### src/rtl/uart_frame_arbiter_if.sv
`default_nettype none
// =====================================================================
// Module : uart_frame_arbiter_if
// Desc   : Channel-FIFO and uart_tx signals seen by the frame arbiter.
//          Names carry the arbiter's direction (_i into it, _o out).
// Rev    : 1.0  initial release
// =====================================================================
interface uart_frame_arbiter_if #(
  parameter int NCH = 4,
  parameter int CW  = (NCH > 1) ? $clog2(NCH) : 1
);
  logic [NCH-1:0]   fifo_empty_i;
  logic [8*NCH-1:0] fifo_data_i;
  logic [NCH-1:0]   fifo_rd_o;
  logic             tx_ready_i;
  logic             tx_done_i;
  logic             tx_start_o;
  logic [7:0]       tx_data_o;
  logic             busy_o;
  logic [CW-1:0]    cur_ch_o;

  modport master (
    input  fifo_empty_i, fifo_data_i, tx_ready_i, tx_done_i,
    output fifo_rd_o, tx_start_o, tx_data_o, busy_o, cur_ch_o
  );

  modport slave (
    output fifo_empty_i, fifo_data_i, tx_ready_i, tx_done_i,
    input  fifo_rd_o, tx_start_o, tx_data_o, busy_o, cur_ch_o
  );
endinterface
`default_nettype wire

### src/rtl/uart_frame_arbiter.sv
`default_nettype none
// =====================================================================
// Module : uart_frame_arbiter
// Desc   : Round-robin packer of NCH byte FIFOs into framed packets
//          (SYNC, id, len, payload, csum) for a single uart_tx.
// Rev    : 1.0  initial release
// =====================================================================
module uart_frame_arbiter #(
  parameter int         NCH   = 4,
  parameter int         BURST = 8,
  parameter logic [7:0] SYNC  = 8'hA5
) (
  input  logic                 clk,
  input  logic                 rst,
  uart_frame_arbiter_if.master bus
);
  localparam int CW = (NCH > 1) ? $clog2(NCH) : 1;

  localparam logic [2:0] c_IDLE     = 3'd0;
  localparam logic [2:0] c_RD_ISSUE = 3'd1;
  localparam logic [2:0] c_RD_CAP   = 3'd2;
  localparam logic [2:0] c_TX_LOAD  = 3'd3;
  localparam logic [2:0] c_TX_START = 3'd4;
  localparam logic [2:0] c_TX_WAIT  = 3'd5;

  logic [2:0]     state_q,    state_d;
  logic [CW-1:0]  last_ch_q,  last_ch_d;
  logic [CW-1:0]  cur_ch_q,   cur_ch_d;
  logic           busy_q,     busy_d;
  logic [3:0]     len_q,      len_d;
  logic [4:0]     idx_q,      idx_d;
  logic [7:0]     csum_q,     csum_d;
  logic [7:0]     buf_q [BURST];
  logic [7:0]     buf_d [BURST];
  logic [NCH-1:0] fifo_rd_q,  fifo_rd_d;
  logic           tx_start_q, tx_start_d;
  logic [7:0]     tx_data_q,  tx_data_d;

  logic           w_any;
  logic           w_hi_any;
  logic [CW-1:0]  w_hi_ch;
  logic [CW-1:0]  w_lo_ch;
  logic [CW-1:0]  w_pick_ch;
  logic           w_cur_empty;
  logic [7:0]     w_cur_data;
  logic [7:0]     w_payload;
  logic [7:0]     w_frame_byte;
  logic [4:0]     w_last_idx;

  assign w_any = ~&bus.fifo_empty_i;

  // Round-robin: lowest non-empty channel above last_ch, else lowest overall.
  always_comb begin
    w_hi_any = 1'b0;
    w_hi_ch  = '0;
    w_lo_ch  = '0;
    for (int k = NCH - 1; k >= 0; k--) begin
      if (!bus.fifo_empty_i[k]) begin
        w_lo_ch = CW'(k);
        if (CW'(k) > last_ch_q) begin
          w_hi_ch  = CW'(k);
          w_hi_any = 1'b1;
        end
      end
    end
    w_pick_ch = w_hi_any ? w_hi_ch : w_lo_ch;
  end

  always_comb begin
    w_cur_empty = 1'b1;
    w_cur_data  = 8'h00;
    for (int k = 0; k < NCH; k++) begin
      if (cur_ch_q == CW'(k)) begin
        w_cur_empty = bus.fifo_empty_i[k];
        w_cur_data  = bus.fifo_data_i[8*k +: 8];
      end
    end
  end

  always_comb begin
    w_payload = 8'h00;
    for (int k = 0; k < BURST; k++) begin
      if (idx_q == 5'(k + 3)) begin
        w_payload = buf_q[k];
      end
    end
  end

  // Frame index of the checksum byte; everything in 3..w_last_idx-1 is payload.
  assign w_last_idx = {1'b0, len_q} + 5'd3;

  always_comb begin
    if (idx_q == 5'd0) begin
      w_frame_byte = SYNC;
    end else if (idx_q == 5'd1) begin
      w_frame_byte = {{(8-CW){1'b0}}, cur_ch_q};
    end else if (idx_q == 5'd2) begin
      w_frame_byte = {4'b0000, len_q};
    end else if (idx_q < w_last_idx) begin
      w_frame_byte = w_payload;
    end else begin
      w_frame_byte = csum_q;
    end
  end

  always_comb begin
    state_d    = state_q;
    last_ch_d  = last_ch_q;
    cur_ch_d   = cur_ch_q;
    busy_d     = busy_q;
    len_d      = len_q;
    idx_d      = idx_q;
    csum_d     = csum_q;
    buf_d      = buf_q;
    fifo_rd_d  = '0;
    tx_start_d = 1'b0;
    tx_data_d  = tx_data_q;

    case (state_q)
      c_IDLE: begin
        if (w_any) begin
          cur_ch_d = w_pick_ch;
          busy_d   = 1'b1;
          len_d    = 4'd0;
          idx_d    = 5'd0;
          csum_d   = {{(8-CW){1'b0}}, w_pick_ch};
          state_d  = c_RD_ISSUE;
        end else begin
          busy_d   = 1'b0;
        end
      end

      c_RD_ISSUE: begin
        if (!w_cur_empty && (len_q < 4'(BURST))) begin
          for (int k = 0; k < NCH; k++) begin
            fifo_rd_d[k] = (cur_ch_q == CW'(k));
          end
          state_d = c_RD_CAP;
        end else begin
          // Payload complete (burst full or FIFO ran dry): fold len into csum.
          csum_d  = csum_q + {4'b0000, len_q};
          state_d = c_TX_LOAD;
        end
      end

      c_RD_CAP: begin
        for (int k = 0; k < BURST; k++) begin
          if (len_q == 4'(k)) begin
            buf_d[k] = w_cur_data;
          end
        end
        csum_d  = csum_q + w_cur_data;
        len_d   = len_q + 4'd1;
        state_d = c_RD_ISSUE;
      end

      c_TX_LOAD: begin
        tx_data_d = w_frame_byte;
        state_d   = c_TX_START;
      end

      c_TX_START: begin
        if (bus.tx_ready_i) begin
          tx_start_d = 1'b1;
          state_d    = c_TX_WAIT;
        end
      end

      c_TX_WAIT: begin
        if (bus.tx_done_i) begin
          if (idx_q < w_last_idx) begin
            idx_d   = idx_q + 5'd1;
            state_d = c_TX_LOAD;
          end else begin
            last_ch_d = cur_ch_q;
            busy_d    = 1'b0;
            state_d   = c_IDLE;
          end
        end
      end

      default: begin
        busy_d  = 1'b0;
        state_d = c_IDLE;
      end
    endcase
  end

  always_ff @(posedge clk or posedge rst) begin
    if (rst) begin
      state_q    <= c_IDLE;
      last_ch_q  <= CW'(NCH - 1);
      cur_ch_q   <= '0;
      busy_q     <= 1'b0;
      len_q      <= 4'd0;
      idx_q      <= 5'd0;
      csum_q     <= 8'h00;
      fifo_rd_q  <= '0;
      tx_start_q <= 1'b0;
      tx_data_q  <= 8'h00;
      for (int k = 0; k < BURST; k++) begin
        buf_q[k] <= 8'h00;
      end
    end else begin
      state_q    <= state_d;
      last_ch_q  <= last_ch_d;
      cur_ch_q   <= cur_ch_d;
      busy_q     <= busy_d;
      len_q      <= len_d;
      idx_q      <= idx_d;
      csum_q     <= csum_d;
      fifo_rd_q  <= fifo_rd_d;
      tx_start_q <= tx_start_d;
      tx_data_q  <= tx_data_d;
      for (int k = 0; k < BURST; k++) begin
        buf_q[k] <= buf_d[k];
      end
    end
  end

  assign bus.fifo_rd_o  = fifo_rd_q;
  assign bus.tx_start_o = tx_start_q;
  assign bus.tx_data_o  = tx_data_q;
  assign bus.busy_o     = busy_q;
  assign bus.cur_ch_o   = cur_ch_q;

endmodule
`default_nettype wire

### src/flat_wrapper.sv
// flat-port wrapper written by rule: the top's interface ports become plain ports
module uart_frame_arbiter_flat 
#(
  parameter int         NCH   = 4,
  parameter int         BURST = 8,
  parameter logic [7:0] SYNC  = 8'hA5
)
  (clk, rst, bus_fifo_empty_i, bus_fifo_data_i, bus_tx_ready_i, bus_tx_done_i, bus_fifo_rd_o, bus_tx_start_o, bus_tx_data_o, bus_busy_o, bus_cur_ch_o);
  uart_frame_arbiter_if #(.NCH(NCH)) bus_i ();
  input  logic clk;
  input  logic rst;
  input wire logic [$bits(bus_i.fifo_empty_i)-1:0] bus_fifo_empty_i;
  input wire logic [$bits(bus_i.fifo_data_i)-1:0] bus_fifo_data_i;
  input wire logic [$bits(bus_i.tx_ready_i)-1:0] bus_tx_ready_i;
  input wire logic [$bits(bus_i.tx_done_i)-1:0] bus_tx_done_i;
  output wire logic [$bits(bus_i.fifo_rd_o)-1:0] bus_fifo_rd_o;
  output wire logic [$bits(bus_i.tx_start_o)-1:0] bus_tx_start_o;
  output wire logic [$bits(bus_i.tx_data_o)-1:0] bus_tx_data_o;
  output wire logic [$bits(bus_i.busy_o)-1:0] bus_busy_o;
  output wire logic [$bits(bus_i.cur_ch_o)-1:0] bus_cur_ch_o;
  assign bus_i.fifo_empty_i = bus_fifo_empty_i;
  assign bus_i.fifo_data_i = bus_fifo_data_i;
  assign bus_i.tx_ready_i = bus_tx_ready_i;
  assign bus_i.tx_done_i = bus_tx_done_i;
  assign bus_fifo_rd_o = bus_i.fifo_rd_o;
  assign bus_tx_start_o = bus_i.tx_start_o;
  assign bus_tx_data_o = bus_i.tx_data_o;
  assign bus_busy_o = bus_i.busy_o;
  assign bus_cur_ch_o = bus_i.cur_ch_o;
  uart_frame_arbiter #(.NCH(NCH), .BURST(BURST), .SYNC(SYNC)) u_core (.clk(clk), .rst(rst), .bus(bus_i));
endmodule
### config.mk
export PLATFORM = sky130hd
export DESIGN_NAME = uart_frame_arbiter_flat
export DESIGN_NICKNAME = d
export VERILOG_FILES = /design/src/rtl/uart_frame_arbiter_if.sv /design/src/rtl/uart_frame_arbiter.sv /design/src/flat_wrapper.sv
export SDC_FILE = /design/constraint.sdc
export NUM_CORES = 1
export LEC_CHECK = 0
export ABC_CLOCK_PERIOD_IN_PS = 3750
export CAP_MARGIN = 0
export CORE_MARGIN = 2
export CORE_UTILIZATION = 54
export CTS_CLUSTER_DIAMETER = 80
export CTS_CLUSTER_SIZE = 20
export DETAILED_ROUTE_END_ITERATION = 12
export GPL_ROUTABILITY_DRIVEN = 0
export PLACE_DENSITY = 0.76
export RECOVER_POWER = 50
export SETUP_SLACK_MARGIN = 0.2
export SLEW_MARGIN = 30
export SYNTH_ARGS = -nofsm -noshare
export SYNTH_HDL_FRONTEND = slang
export SYNTH_SLANG_ARGS = --single-unit
### constraint.sdc
create_clock -name clk -period 3.75 [get_ports clk]
set_input_delay 0.5625 -clock clk [delete_from_list [all_inputs] [get_ports clk]]
set_output_delay 0.5625 -clock clk [all_outputs]
set_load 0.01 [all_outputs]
# Yosys cells after proc, flatten, opt, wreduce, memory -nomap -nowiden
# Cells that the tools add are included.
totals:
  ff_bits: 102
  output_inout_bits: 16
  wordCells: 153
classes:
  n_addsub: 5
  n_lt_le_gt_ge: 6
  eq_ne: 31
  muxes: 64
  bitwise: 3
  n_reduce_logical: 26
op_table:
  columns: ["operator", "count"]
  rows:
  - ["$mux W8", 18]
  - ["$mux W2", 14]
  - ["$pmux W8 S3", 1]
  - ["$eq A5 B3 Y1 const B", 4]
  - ["$reduce_and A2 Y1", 10]
  - ["$mux W1", 18]
  - ["$pmux W3 S6", 1]
  - ["$eq A4 B3 Y1 const B", 4]
  - ["$eq A5 B4 Y1 const B", 3]
  - ["$mux W5", 3]
  - ["$mux W4", 3]
  - ["$reduce_and A3 Y1", 4]
  - ["$eq A5 B2 Y1 const B", 2]
  - ["$ne A2 B2 Y1 const B", 5]
  - ["$pmux W5 S2", 1]
  - ["$mux W3", 3]
  - ["$add A8 B4 Y8", 1]
  - ["$add A8 B8 Y8", 1]
  - ["$eq A4 B2 Y1 const B", 2]
  - ["$pmux W4 S2", 1]
  - ["$reduce_and A4 Y1", 2]
  - ["$eq A3 B2 Y1 const B", 2]
  - ["$eq A3 B3 Y1 const B", 2]
  - ["$add A4 B2 Y5 const B", 1]
  - ["other kinds (23)", 29]

# Depth between registers and ports, before layout
logic_depth:
  word_depth: 13
  ltp_mapped: 12

# Worst setup path after synthesis
# Ideal clock, no wire load.
synth_timing:
  path_type: "reg2reg"
  start: "reg u_core.cur_ch_q[0] (netlist: u_core.bus.cur_ch_o[0])"
  end: "reg u_core.csum_q[7]"
  arrival_time_ps: 2805
  t_required_ps: 3624
  slack_ps: 819
  path_stages_with_launch: 11
  cell_sequence: "dfrtp_1 -> buf_6 -> clkbuf_1 -> mux4_2 -> and2_1 -> ha_1 -> nand3_1 -> o2111ai_1 -> nand4_1 -> nor4b_1 -> a221o_1"
synth_via:
  elab_chain_len: 9
  elab_cells_between_ends: 18
  cone_classes: "add/sub (1); eq/ne (4); mux (9); reduce/logical (4)"
synth_rtl:
  columns: ["element", "line_no", "text"]
  rows:
  - ["from (decl)", "uart_frame_arbiter.sv:28", "logic [CW-1:0] cur_ch_q, cur_ch_d;"]
  - ["from (signal assigned)", "uart_frame_arbiter.sv:207", "cur_ch_q <= cur_ch_d;"]
  - ["parallel branches: the longest is 9 deep, another holds $add A8 B8 Y8", null, null]
  - ["to (signal assigned)", "uart_frame_arbiter.sv:211", "csum_q <= csum_d;"]
  - ["to (decl)", "uart_frame_arbiter.sv:32", "logic [7:0] csum_q, csum_d;"]
# Parallel ways; which one is timed is not known.
# A chain may end at the register's enable or synchronous reset.

# Final worst setup path
# Ends and elaborated chain as after synthesis.

==> flow_metrics.env <==
export IMPL_register_area_um2=2550
export IMPL_drv_cap=1
export IMPL_layout_cells_most_common_list="dfrtp_1 (100), mux2_2 (62), nand2_1 (59), clkdlybuf4s50_1 (53)"
export IMPL_overflow=0
export IMPL_tns_ps=0
export IMPL_dp_hpwl_um=12000
export IMPL_fin_worst_skew_ps=16.3
export IMPL_antenna_found_initial=1
export IMPL_fin_crit_sh=0.852
export IMPL_synth_cells=579
export IMPL_port_buffers=55
export IMPL_syn_avg_cell_area_um2=10.4
export IMPL_ir_worst_vdd_uv=441
export IMPL_power_uw=4650
export IMPL_crit_end="u_core.csum_q[7]"
export IMPL_clockBufferDepth=2
export IMPL_crit_required_ps=4030
export IMPL_p_leak_uw=0.00283
export IMPL_crit_type="register to register"
export IMPL_yosys_area_top_type="dfrtp_1"
export IMPL_syn2layout_area_growth_pct=14.8
export IMPL_post_cts_resized=0
export IMPL_finalHoldViolations=0
export IMPL_clk_latency_ps=400
export IMPL_fillers=883
export IMPL_path_clk_slew_ps=100
export IMPL_final_common_cell="dfrtp_1"
export IMPL_grt_usage=0.302
export IMPL_drc=0
export IMPL_r2r_cells=10
export IMPL_regToRegSetupSlack_ps=550
export IMPL_hp_start="u_core.buf_q[53]"
export IMPL_detail_route_vias_per_cell=6.40
export IMPL_power_density_nw_per_um2=673
export IMPL_vias=4931
export IMPL_wl_per_cell_um=21.7
export IMPL_grt_max_degree=56
export IMPL_cts_root_buf="clkbuf_8"
export IMPL_ys_flop_type="dfrtp_1"
export IMPL_grt_pass1_vias=5011
export IMPL_drive_above_1_share=0.187
export IMPL_setup_violations_final=0
export IMPL_worstPathArrival_ps=3470
export IMPL_crit_path_end_kind="register"
export IMPL_syn_num_nets=640
export IMPL_die_w_um=110
export IMPL_ys_ff_latch=102
export IMPL_multiInputGateArea_um2=3270
export IMPL_first_pass_iters=9
export IMPL_io_pins=56
export IMPL_yosysWarnings=0
export IMPL_critPathLaunchType="register"
export IMPL_r2r_start="u_core.bus.cur_ch_o[0]"
export IMPL_antenna_left=0
export IMPL_dieHeight_um=110
export IMPL_drtIter0Drc=434
export IMPL_worst_pin_slew_ps=2550
export IMPL_relSlewSlack=-0.709
export IMPL_cts_hold_buffers_added=0
export IMPL_cts_made_buffers=9
export IMPL_outcome="finished, violations left"
export IMPL_yosysSeqAreaShare=0.424
export IMPL_cts_tree="done"
export IMPL_numClockSinks=102
export IMPL_timing_fmax_mhz=313
export IMPL_core_um2=10800
export IMPL_post_cts_buffers=0
export IMPL_dieArea_um2=12000
export IMPL_rr_endpoint="u_core.csum_q[7]"
export IMPL_row_count=38
export IMPL_grt_pass1_wl_um=26900
export IMPL_final_nets=687
export IMPL_synth_edf_count=0
export IMPL_hp_class="register to register"
export IMPL_cp_startpoint="u_core.bus.cur_ch_o[0]"
export IMPL_min_period_ps=3200
export IMPL_ys_types=68
export IMPL_netlist_top_cells_area="dfrtp_1 (42%), mux2_2 (12%), ha_1 (4.2%)"
export IMPL_routed_wl_um=16700
export IMPL_antenna_cells=0
export IMPL_synth_top_cell_area_share=0.415
export IMPL_final_max_slew_violation_count=56
export IMPL_async_flop_share=1.00
export IMPL_h_tree_depth=3
export IMPL_netlist_area_um2=6020
export IMPL_grt_setup_unrepaired="no"
export IMPL_start_util=0.556
export IMPL_cp_max_fo=9
export IMPL_violations="max-capacitance violations, max-slew violations"
final cells by class:
cell class | instances | share of cell area
well taps | 140 | 0.0253
repair buffers | 72 | 0.0973
multi-input cells | 425 | 0.472
flip-flops and latches | 102 | 0.369
clock buffers | 10 | 0.0199
clock inverters | 6 | 0.00705
inverters | 16 | 0.00886
state kept, by name (all words and copies together) (netlist names):
register,cells
u_core.buf_q,64
u_core.bus.busy_o,1
u_core.bus.cur_ch_o,2
u_core.bus.fifo_rd_o,4
u_core.bus.tx_data_o,8
u_core.bus.tx_start_o,1
u_core.csum_q,8
u_core.idx_q,5
u_core.last_ch_q,2
u_core.len_q,4
u_core.state_q,3
layer usage:
layer	part of all wire	global-route usage	up-vias
met5	0	0	-
met3	0.081	0.0830	48
met4	0.039	0.148	0
met2	0.47	0.480	235
li1	-	-	2234
met1	0.41	0.381	2414
cell usage after synthesis (5+ instances only):
| cell | instances |
|---|---|
| a21oi_1 | 30 |
| nor3_1 | 15 |
| o31ai_1 | 6 |
| a21o_1 | 7 |
| a211oi_1 | 5 |
| nand2_1 | 59 |
| mux2i_1 | 5 |
| nor2b_1 | 11 |
| inv_1 | 16 |
| mux2_2 | 62 |
| nor2_1 | 14 |
| mux2_1 | 9 |
| and2_1 | 8 |
| nand3_1 | 13 |
| clkbuf_1 | 29 |
| a31oi_1 | 5 |
| o211ai_1 | 7 |
| a2111oi_0 | 5 |
| nand2b_1 | 13 |
| nand3b_1 | 8 |
| dfrtp_1 | 100 |
| nand4_1 | 8 |
| mux4_2 | 9 |
| ha_1 | 20 |
| nor3b_1 | 5 |
| o21ai_0 | 30 |
worst min-delay path by stage:
| stage | to | cells after the start |
|---|---|---|
| after floorplan | u_core.buf_q[53] | 1 |
| after global placement | u_core.buf_q[53] | 1 |
| after detailed placement | u_core.buf_q[53] | 1 |
| after CTS | u_core.buf_q[53] | 1 |
| after global routing | u_core.buf_q[20] | 1 |
| final | u_core.buf_q[53] | 1 |
metrics by stage:
stage	worst slack, ps	util	area, um2	std cells	hold slack, ps
after floorplan	515	-	6020	579	456
final	554	0.638	6920	771	497
after CTS	595	0.639	6920	771	500
after global placement	446	0.621	6740	755	469
after global routing	346	0.638	6920	771	527
after detailed placement	363	0.621	6740	755	476
critical path, cell delays in order, from the launching register on:
cell,delay [ps]
dfrtp_1,660
buf_4,240
mux4_2,650
nand2_1,120
nand2_1,60
ha_1,350
nand3_1,130
o2111ai_1,300
nand4_1,140
nor4b_1,160
a221o_1,280
where the power goes:
part	total, uW	internal [uW]	switching, uW
logic	2100	963	1140
clock network	689	269	420
registers	1860	1500	366
cells by family (layout without fill, tap and decap cells):
family,Yosys count,in the layout,synth area share
AO/OA/AOI/OAI,132,132,0.149
multiplexers,85,85,0.175
flip-flops,102,102,0.424
XOR/XNOR,7,7,0.0102
adder cells (fa/ha/maj),21,21,0.0449
AND/OR/NAND/NOR,180,180,0.162
buffers and inverters,52,104,0.0347
Note: power is estimated with default switching activity, not from simulation.
